`src/rtl/spi_rom_loader.sv`:
```
// SPI slave for the MiST ARM file-transfer channel: oversamples the SPI pins in the clk
// domain, decodes the file commands and emits a byte-wide ioctl write stream.
module spi_rom_loader #(
   parameter int            AW         = 22,
   parameter logic [AW-1:0] START_ADDR = '0
) (
   input  logic          clk,
   input  logic          rst,
   input  logic          SPI_SCK,
   input  logic          SPI_SS2,
   input  logic          SPI_DI,
   output logic          downloading,
   output logic [4:0]    index,
   output logic [AW-1:0] ioctl_addr,
   output logic [7:0]    ioctl_data,
   output logic          ioctl_wr
);

   localparam logic [7:0] CMD_FILE_INDEX  = 8'h53;
   localparam logic [7:0] CMD_FILE_TX     = 8'h54;
   localparam logic [7:0] CMD_FILE_TX_DAT = 8'h55;

   logic       sck_p0, sck_p1, sck_prev;
   logic       ss_p0, ss_p1;
   logic       di_p0, di_p1;
   logic       sck_rise;
   logic [2:0] bit_cnt;
   logic [6:0] shreg;
   logic       data_phase;
   logic       vld_p2;
   logic       is_cmd_p2;
   logic [7:0] byte_p2;
   logic [7:0] cmd;

   assign sck_rise = sck_p1 & ~sck_prev;

   // Stage p0/p1: pin synchronizers; byte assembly on synced SCK rising edges
   always_ff @(posedge clk or posedge rst) begin
      if (rst) begin
         sck_p0     <= 1'b0;
         sck_p1     <= 1'b0;
         sck_prev   <= 1'b0;
         ss_p0      <= 1'b1;
         ss_p1      <= 1'b1;
         di_p0      <= 1'b0;
         di_p1      <= 1'b0;
         bit_cnt    <= 3'd0;
         shreg      <= 7'd0;
         data_phase <= 1'b0;
         vld_p2     <= 1'b0;
         is_cmd_p2  <= 1'b0;
         byte_p2    <= 8'd0;
      end else begin
         sck_p0   <= SPI_SCK;
         sck_p1   <= sck_p0;
         sck_prev <= sck_p1;
         ss_p0    <= SPI_SS2;
         ss_p1    <= ss_p0;
         di_p0    <= SPI_DI;
         di_p1    <= di_p0;
         vld_p2   <= 1'b0;
         if (ss_p1) begin
            // Deselect drops any partial byte; the next byte opens a new command
            bit_cnt    <= 3'd0;
            data_phase <= 1'b0;
         end else if (sck_rise) begin
            shreg   <= {shreg[5:0], di_p1};
            bit_cnt <= bit_cnt + 3'd1;
            if (bit_cnt == 3'd7) begin
               vld_p2     <= 1'b1;
               byte_p2    <= {shreg, di_p1};
               is_cmd_p2  <= ~data_phase;
               data_phase <= 1'b1;
            end
         end
      end
   end

   // Stage p3: command decode and registered ioctl outputs
   always_ff @(posedge clk or posedge rst) begin
      if (rst) begin
         cmd         <= 8'd0;
         downloading <= 1'b0;
         index       <= 5'd0;
         ioctl_addr  <= START_ADDR;
         ioctl_data  <= 8'd0;
         ioctl_wr    <= 1'b0;
      end else begin
         ioctl_wr <= 1'b0;
         // Address advances the cycle after each strobe, wrapping at 2^AW
         if (ioctl_wr)
            ioctl_addr <= ioctl_addr + AW'(1);
         if (vld_p2) begin
            if (is_cmd_p2) begin
               cmd <= byte_p2;
            end else begin
               case (cmd)
                  CMD_FILE_INDEX: index <= byte_p2[4:0];
                  CMD_FILE_TX: begin
                     if (byte_p2 != 8'd0) begin
                        downloading <= 1'b1;
                        ioctl_addr  <= START_ADDR;
                     end else begin
                        downloading <= 1'b0;
                     end
                  end
                  CMD_FILE_TX_DAT: begin
                     if (downloading) begin
                        ioctl_data <= byte_p2;
                        ioctl_wr   <= 1'b1;
                     end
                  end
                  default: ;
               endcase
            end
         end
      end
   end

endmodule

```
`config.mk`:
```
export PLATFORM = sky130hd
export DESIGN_NAME = spi_rom_loader
export DESIGN_NICKNAME = d
export VERILOG_FILES = /design/src/rtl/spi_rom_loader.sv
export SDC_FILE = /design/constraint.sdc
export NUM_CORES = 1
export LEC_CHECK = 0
export ABC_AREA = 1
export CORE_MARGIN = 5
export CORE_UTILIZATION = 42
export CTS_BUF_LIST = sky130_fd_sc_hd__clkbuf_16
export CTS_CLUSTER_DIAMETER = 200
export DETAILED_ROUTE_END_ITERATION = 8
export PLACE_DENSITY_LB_ADDON = 0.05
export SLEW_MARGIN = 20
export SYNTH_ARGS = -nofsm -noshare
export SYNTH_HDL_FRONTEND = slang
export SYNTH_SLANG_ARGS = --single-unit
```
`constraint.sdc`:
```
create_clock -name clk -period 4.8 [get_ports clk]
set_input_delay 0.96 -clock clk [delete_from_list [all_inputs] [get_ports clk]]
set_output_delay 0.96 -clock clk [all_outputs]
set_load 0.005 [all_outputs]
```
==> out/metrics.cfg, run 1 <==
[global_routing]
grt_first_pass_wirelength_microns = 10900
grt_overflow_total = 0
grt_pass1_vias = 2298
grt_antenna_before_repair = 0
grt_max_degree = 50
grt_usage = 0.139

[sta]
setup_viol = 0
hold_viol_final = 0
finalSetupTns_ns = 0
rsz0062_at_grt = false
max_freq_ghz = 0.408
finalCriticalPeriod_ns = 2.45
max-slew-margin-rel = 0.442
finalMaxSlewViolations = 0
tightest_slew_ns = 0.836
finalCritPeriodShare = 0.510
finClkSkew_ns = 0.00935

[run]
drv_cap = 0

[yosys]
avgSynthCellArea_sq_um = 8.86
synth_compound_area_frac = 0.0874
synth.distinct_cells = 27
synth.mux.area_fraction = 0.00304
yosysWarnings = 0
synth-edff-count = 0
synth_top_area_cell = dfrtp_1
netlist_top_cells_area = dfrtp_1 (54%), nand2_1 (11%), nor2_1 (5.0%)
yosysSeqAreaShare = 0.555
post-synth-top-area-fraction = 0.539
syn-num-nets = 380
synth_area_sq_um = 3290
synth_simple_gate_area_frac = 0.266
synth-adder-area-share = 0.0114
async_flop_share = 1.00
synthFlopType = dfrtp_1
ys_ff_latch = 73
synth_cells = 372
synth_top_family_by_area = simple AND/OR/NAND/NOR gates
yosys.area_share.xor_xnor = 0.0133

[worst_setup_path]
arrival_ns = 1.49
r2r_start = cmd[5]
slowest_stage = dfrtp_1
path_cells = clkdlybuf4s50_1
reg2reg_depth = 6
r2r-end = ioctl_addr[0]
slowest_delay_ns = 0.59
crit_type = reg -> out
worst-r2r-setup-slack_ns = 3.28
critPathTopFamily = flip-flops
setup.worst_path.start_class = flop
path_buf_inv = 1
required_ns = 3.84
path_max_fanout = 10
crit_path_end_kind = output port

[floorplan]
rows = 32
die_w_microns = 98.6
core_area_sq_um = 7690
die_y_microns = 98.6
num_io_pins = 42
die-area_sq_um = 9720
start_util = 0.429

[clocking]
cts-root-buf = clkbuf_16
cts.sinks = 73
clk_latency_ns = 0.33
hold_buffers = 0
htree_levels = 3
clockBufferDepth = 2
clk_pin_slew_ns = 0.06
cts_tree = built
cts_setup_buffers = 0
cts_resized = 0
numCtsBuffers = 9

[layout]
drive_gt1_frac = 0.134
final_cell_mix = nand2_1 (95), dfrtp_1 (71), nor2_1 (44), inv_1 (42), clkdlybuf4s50_1 (41)
multi_input_area_sq_um = 1250
final_common_cell = nand2_1
layout.cells.non_filler = 526
synthToLayoutAreaGrowth_pct = 24.4
regArea_sq_um = 1830
nNetsFinal = 427
antenna_cells = 0
n_fill_cell = 748

[outcome]
outcome = complete, no violations

[route]
antenna_left = 0
via_count = 2447
routedWlPerCell_microns = 12.0
drt_wl_total_microns = 6310
dr.first_iter.drc_count = 60
vias_per_cell = 4.65
drc = 0
drtPass1Iterations = 4

[placed_design]
gp_congestion = 0.761
port_buffers = 41
hpwl_microns = 4550
place_inst = 510

[min_path]
min_to = sck_p1
min_path_type = reg -> reg
min_delay_path_depth = 0
worstHoldStart = sck_p0

[power]
p_leak_nw = 1.92
p_per_area_nw_per_um2 = 330
peakVddDrop_uv = 223

registers in the layout (all words and copies together), names as in the netlist, 3 cells and up:
signal,count
index,5
bit_cnt,3
ioctl_data,8
shreg,7
ioctl_addr,22
cmd,8
byte_p2,8
layer usage:
metal	wire (microns)	track usage	part of all wire
met1	2790	0.172	0.44
met2	3180	0.232	0.50
met3	296	0.0495	0.047
met4	46	0.0378	0.0073
met5	0	0	0
power by group:
group	total [W]	internal (W)	switching, W
combinational	0.0000372	0.0000112	0.0000260
sequential	0.000642	0.000633	0.00000881
clock	0.000673	0.000407	0.000266
total	0.00135	0.00105	0.000301
worst max path at each step:
stage,endpoint,from,slack (ns),cells after the start
finish,ioctl_wr,ioctl_wr,2.35,1
global route,ioctl_wr,ioctl_wr,2.24,1
CTS,ioctl_wr,ioctl_wr,2.32,1
detailed placement,byte_p2[1],rst,2.23,3
global placement,byte_p2[2],rst,2.23,3
floorplan,bit_cnt[0],rst,1.99,1
cells by family (layout without fill, tap and decap cells):
family          after synthesis  after routing
simple gates                189            189
flops                        73             73
xor+xnor                      5              5
compound gates               51             51
mux                           1              1
fa+ha+maj                     3              3
buf+inv                      50            102
metrics by stage:
stage | util | setup WS (ns) | instance area (sq um) | hold slack (ns) | power, W
after floorplan | - | 1.99 | 3290 | 0.331 | 0.000677
after global placement | 0.494 | 2.23 | 3790 | 0.333 | 0.000691
after detailed placement | 0.494 | 2.23 | 3790 | 0.335 | 0.000692
after CTS | 0.533 | 2.32 | 4100 | 0.349 | 0.00137
after global routing | 0.533 | 2.24 | 4100 | 0.352 | 0.00141
final | 0.533 | 2.35 | 4100 | 0.348 | 0.00135
final cells by class:
type / count / area share
timing repair buffer: 42 / 0.102
multi-input combinational: 249 / 0.306
inverter: 44 / 0.0406
clock buffer: 9 / 0.0549
sequential: 73 / 0.446
clock inverter: 7 / 0.0189
tap: 102 / 0.0311
cells in the mapped netlist (4+ instances only):
cell and count:
nand3_1 17, nor2_4 6, nand2_2 9, o21ai_2 8
a21oi_1 10, dfrtp_1 71, nand2_1 95, nor2_2 7
inv_1 43, xor2_1 4, o21ai_0 32, nor2_1 44
Power figures use the tool's default switching activity.
==> run 2, diff against run 1 <==
==> constraint.sdc (replaced) <==
create_clock -name clk -period 2.2 [get_ports clk]
set_input_delay 0.44 -clock clk [delete_from_list [all_inputs] [get_ports clk]]
set_output_delay 0.44 -clock clk [all_outputs]
set_load 0.005 [all_outputs]
==> out/metrics.cfg, run 2 (synthesis results as in run 1) <==
[clocking]
cts_setup_buffers = 0  ; unchanged
htree_levels = 3  ; unchanged
cts-root-buf = clkbuf_16  ; unchanged
numCtsBuffers = 9  ; unchanged
clockBufferDepth = 2  ; unchanged
hold_buffers = 0  ; unchanged
cts_resized = 0  ; unchanged
clk_pin_slew_ns = 0.06  ; about the same
clk_latency_ns = 0.32  ; was 0.33 ns
cts.sinks = 73  ; unchanged
cts_tree = built  ; unchanged

[power]
peakVddDrop_uv = 490  ; was 223 uV
p_leak_nw = 1.96  ; was 1.92 nW
p_per_area_nw_per_um2 = 728  ; was 330 nW/um^2

[layout]
largest_register_ffs = 22  ; unchanged
post-route-util = 0.542  ; was 0.533
antenna_cells = 0  ; unchanged
drive_gt1_frac = 0.138  ; was 0.134
nNetsFinal = 430  ; was 427
layout.cells.non_filler = 529  ; was 526
n_fill_cell = 723  ; was 748
top_register = ioctl_addr  ; unchanged
final_cell_mix = nand2_1 (95), dfrtp_1 (71), nor2_1 (44), inv_1 (42), clkdlybuf4s50_1 (41)  ; unchanged
final_common_cell = nand2_1  ; unchanged
synthToLayoutAreaGrowth_pct = 26.4  ; was 24.4%

[floorplan]
start_util = 0.429  ; unchanged
core_area_sq_um = 7690  ; unchanged
die_y_microns = 98.6  ; unchanged
rows = 32  ; unchanged
num_io_pins = 42  ; unchanged
die_w_microns = 98.6  ; unchanged
die-area_sq_um = 9720  ; unchanged

[sta]
finalMaxSlewViolations = 0  ; unchanged
finClkSkew_ns = 0.00625  ; was 0.00935 ns
setup_viol = 0  ; unchanged
max-slew-margin-rel = 0.596  ; was 0.442
hold_viol_final = 0  ; unchanged
finalSetupTns_ns = 0  ; unchanged
finalCritPeriodShare = 0.806
rsz0062_at_grt = false  ; unchanged
tightest_slew_ns = 0.605  ; was 0.836 ns
finalCriticalPeriod_ns = 1.77
max_freq_ghz = 0.564

[global_routing]
grt_max_degree = 26  ; was 50
grt_first_pass_wirelength_microns = 11300  ; was 10900 microns
grt_usage = 0.144  ; was 0.139
grt_overflow_total = 0  ; unchanged
grt_pass1_vias = 2305  ; was 2298
grt_antenna_before_repair = 0  ; unchanged

[worst_setup_path]
setup.worst_path.start_class = flop  ; unchanged
arrival_ns = 1.33  ; was 1.49 ns
slowest_stage = clkdlybuf4s50_1  ; was dfrtp_1
path_cells = clkdlybuf4s50_1  ; unchanged
crit_path_end_kind = output port  ; unchanged
worst-r2r-setup-slack_ns = 0.76  ; was 3.28 ns
critPathTopFamily = buffers and inverters  ; was flip-flops
path_max_fanout = 7  ; was 10
required_ns = 1.76  ; was 3.84 ns
crit_type = reg -> out  ; unchanged
path_buf_inv = 1  ; unchanged
slowest_delay_ns = 0.55  ; was 0.59 ns

[route]
routedWlPerCell_microns = 12.1  ; was 12.0 microns
drtPass1Iterations = 6  ; was 4
drc = 0  ; unchanged
via_count = 2440  ; was 2447
drt_wl_total_microns = 6400  ; was 6310 microns
antenna_left = 0  ; unchanged
dr.first_iter.drc_count = 65  ; was 60
vias_per_cell = 4.61  ; was 4.65

[placed_design]
port_buffers = 41  ; unchanged
place_inst = 513  ; was 510
hpwl_microns = 4720  ; was 4550 microns
gp_congestion = 0.748  ; was 0.761

[run]
drv_cap = 0  ; unchanged

[outcome]
outcome = complete, no violations  ; unchanged

[min_path]
min_path_type = reg -> reg  ; unchanged

==> run 2: stage by stage <==
step,power [W],setup slack [ns],hold WS [ns],cell area [sq um]
floorplan,0.00148,0.875,0.331,3300
global placement,0.00151,0.754,0.333,3850
detailed placement,0.00152,0.745,0.335,3850
CTS,0.00308,0.404,0.348,4160
global route,0.00315,0.335,0.353,4160
finish,0.00303,0.426,0.346,4160
==> run 2: layout make-up <==
class | instances | area [sq um] | share of cell area
sequential | 73 | 1830 | 0.439
multi-input combinational | 249 | 1250 | 0.301
timing repair buffer | 45 | 465 | 0.112
clock buffer | 9 | 225 | 0.0541
inverter | 44 | 169 | 0.0406
tap | 102 | 128 | 0.0307
clock inverter | 7 | 91.3 | 0.0219
==> run 2: worst paths after layout <==
| check | from | to | cells past startpoint |
|---|---|---|---|
| max in group asynchronous | rst | ioctl_addr[7] | 3 |
| hold reg to reg | di_p0 | di_p1 | 0 |
| setup reg to reg | ioctl_addr[0] | ioctl_addr[14] | 8 |
| hold / removal | di_p0 | di_p1 | 0 |
| setup / recovery | ioctl_addr[12] | ioctl_addr[12] | 1 |
| min in group asynchronous | rst | ioctl_addr[0] | 2 |
==> run 2: layer usage <==
| layer | global-route usage | routed length, microns |
|---|---|---|
| met5 | 0 | 0 |
| met4 | 0.0378 | 64 |
| met3 | 0.0410 | 269 |
| met2 | 0.227 | 3060 |
| met1 | 0.195 | 3010 |
==> run 2: power by group <==
part | switching, W | internal (W) | total [W]
clock network | 0.000550 | 0.000992 | 0.00154
logic | 0.0000585 | 0.0000317 | 0.0000902
registers | 0.0000180 | 0.00138 | 0.00140
total | 0.000627 | 0.00240 | 0.00303
==> run 3, diff against run 2 <==
==> constraint.sdc (replaced) <==
create_clock -name clk -period 1.68 [get_ports clk]
set_input_delay 0.336 -clock clk [delete_from_list [all_inputs] [get_ports clk]]
set_output_delay 0.336 -clock clk [all_outputs]
set_load 0.005 [all_outputs]
==> out/metrics.cfg, run 3 (synthesis results as in run 1) <==
[outcome]
outcome = complete, no violations  ; unchanged

[route]
wl_met1_microns = 3000  ; was 3010 microns
drc = 0  ; unchanged
routedWlPerCell_microns = 12.0  ; was 12.1 microns
via_count = 2458  ; was 2440
routed-wl-met3_microns = 205  ; was 269 microns
routed.top_layer = met4  ; unchanged
wl_met2_microns = 3080  ; was 3060 microns
vias_per_cell = 4.64  ; was 4.61
drtPass1Iterations = 4  ; was 6
drt_wl_total_microns = 6340  ; was 6400 microns
antenna_left = 0  ; unchanged
dr.first_iter.drc_count = 69  ; was 65

[worst_setup_path]
slowest_delay_ns = 0.54  ; was 0.55 ns
setup.worst_path.start_class = flop  ; unchanged
required_ns = 1.34  ; was 1.76 ns
crit_path_end_kind = output port  ; unchanged
path_buf_inv = 1  ; unchanged
path_max_fanout = 5  ; was 7
path_cells = clkdlybuf4s50_1  ; unchanged
crit_type = reg -> out  ; unchanged
slowest_stage = clkdlybuf4s50_1  ; unchanged
arrival_ns = 1.30  ; was 1.33 ns
critPathTopFamily = buffers and inverters  ; unchanged

[global_routing]
grt_first_pass_wirelength_microns = 11100  ; was 11300 microns
grt_antenna_before_repair = 0  ; unchanged
grt_usage = 0.141  ; was 0.144
grt_max_degree = 49  ; was 26
grt_overflow_total = 0  ; unchanged
grt_pass1_vias = 2354  ; was 2305

[sta]
finClkSkew_ns = 0.00899  ; was 0.00625 ns
setup_viol = 0  ; unchanged
tightest_slew_ns = 0.434  ; was 0.605 ns
finalCritPeriodShare = 0.972
hold_viol_final = 0  ; unchanged
finalCriticalPeriod_ns = 1.63
finalSetupTns_ns = 0  ; unchanged
finalMaxSlewViolations = 0  ; unchanged
max-slew-margin-rel = 0.710  ; was 0.596
rsz0062_at_grt = false  ; unchanged
max_freq_ghz = 0.613
whs_ns = 0.348  ; was 0.346 ns

[layout]
nNetsFinal = 431  ; was 430
fin_area_sq_um = 4180  ; was 4160 sq um
synthToLayoutAreaGrowth_pct = 26.8  ; was 26.4%
layout.cells.non_filler = 530  ; was 529
top_register = ioctl_addr  ; unchanged
final_cell_mix = nand2_1 (95), dfrtp_1 (67), nor2_1 (44), inv_1 (42), clkdlybuf4s50_1 (41)  ; was nand2_1 (95), dfrtp_1 (71), nor2_1 (44), inv_1 (42), clkdlybuf4s50_1 (41)
largest_register_ffs = 22  ; unchanged
drive_gt1_frac = 0.150  ; was 0.138
antenna_cells = 0  ; unchanged
n_fill_cell = 715  ; was 723
final_common_cell = nand2_1  ; unchanged

[floorplan]
die-area_sq_um = 9720  ; unchanged
start_util = 0.429  ; unchanged
rows = 32  ; unchanged
core_area_sq_um = 7690  ; unchanged
die_y_microns = 98.6  ; unchanged
die_w_microns = 98.6  ; unchanged
num_io_pins = 42  ; unchanged

[placed_design]
port_buffers = 41  ; unchanged
placed_area_sq_um = 3850  ; about the same
hpwl_microns = 4620  ; was 4720 microns
gp_congestion = 0.791  ; was 0.748
place_inst = 514  ; was 513

[clocking]
cts_tree = built  ; unchanged
htree_levels = 3  ; unchanged
clockBufferDepth = 2  ; unchanged
clk_pin_slew_ns = 0.06  ; about the same
hold_buffers = 0  ; unchanged
cts-root-buf = clkbuf_16  ; unchanged
cts.sinks = 73  ; unchanged
cts_setup_buffers = 0  ; unchanged
cts_resized = 1  ; was 0
numCtsBuffers = 9  ; unchanged
clk_latency_ns = 0.32  ; about the same

[power]
p_leak_nw = 1.95  ; was 1.96 nW
seq_power_share = 0.462  ; was 0.461
switchingPower_w = 0.000824  ; was 0.000627 W
swShare = 0.208  ; was 0.207
p_per_area_nw_per_um2 = 950  ; was 728 nW/um^2
intPower_w = 0.00314  ; was 0.00240 W
clock_power_share = 0.510  ; was 0.509
pwr-share-comb = 0.028  ; was 0.030
peakVddDrop_uv = 579  ; was 490 uV

[min_path]
min_path_type = reg -> reg  ; unchanged

[run]
drv_cap = 0  ; unchanged

[run 3: path summary, 6_finish.rpt]
path | from | endpoint | slack [ns] | cells past startpoint
worst max-delay path | ioctl_addr[3] | ioctl_addr[3] | 0.05 | 1
worst min-delay path | sck_p0 | sck_p1 | 0.35 | 0
worst max register to register | cmd[5] | ioctl_addr[0] | 0.22 | 6
worst min register to register | sck_p0 | sck_p1 | 0.35 | 0
max in group asynchronous | rst | ioctl_addr[7] | 0.94 | 3
min in group asynchronous | rst | index[0] | 0.43 | 3
[run 3: area by class of cell]
class / instances / area, sq um / area share
Sequential cell: 73 / 1830 / 0.439
Multi-Input combinational cell: 249 / 1250 / 0.300
Timing Repair Buffer: 46 / 473 / 0.113
Clock buffer: 9 / 225 / 0.0539
Inverter: 44 / 169 / 0.0404
Tap cell: 102 / 128 / 0.0306
Clock inverter: 7 / 92.6 / 0.0222
[run 3: stage by stage]
step            util  setup slack [ns]  total power, W
5_1_grt        0.543          0.000457         0.00412
3_3_place_gp   0.501             0.281         0.00198
4_1_cts        0.543           0.00168         0.00401
2_1_floorplan      -             0.355         0.00193
3_5_place_dp   0.501             0.239         0.00198
6_report       0.543            0.0478         0.00397
[run 3: power groups by stage]
stage | combinational (W) | clock [W] | sequential [W]
2_1_floorplan | 0.0000767 | 0 | 0.00186
3_3_place_gp | 0.000116 | 0 | 0.00186
3_5_place_dp | 0.000117 | 0 | 0.00186
4_1_cts | 0.000117 | 0.00206 | 0.00183
5_1_grt | 0.000134 | 0.00215 | 0.00184
6_report | 0.000113 | 0.00202 | 0.00183
[run 3: routing by layer]
layer | global-route usage | up-vias
li1 | - | 1269
met4 | 0.0536 | 0
met3 | 0.0276 | 4
met1 | 0.183 | 1144
met2 | 0.234 | 41
met5 | 0 | -
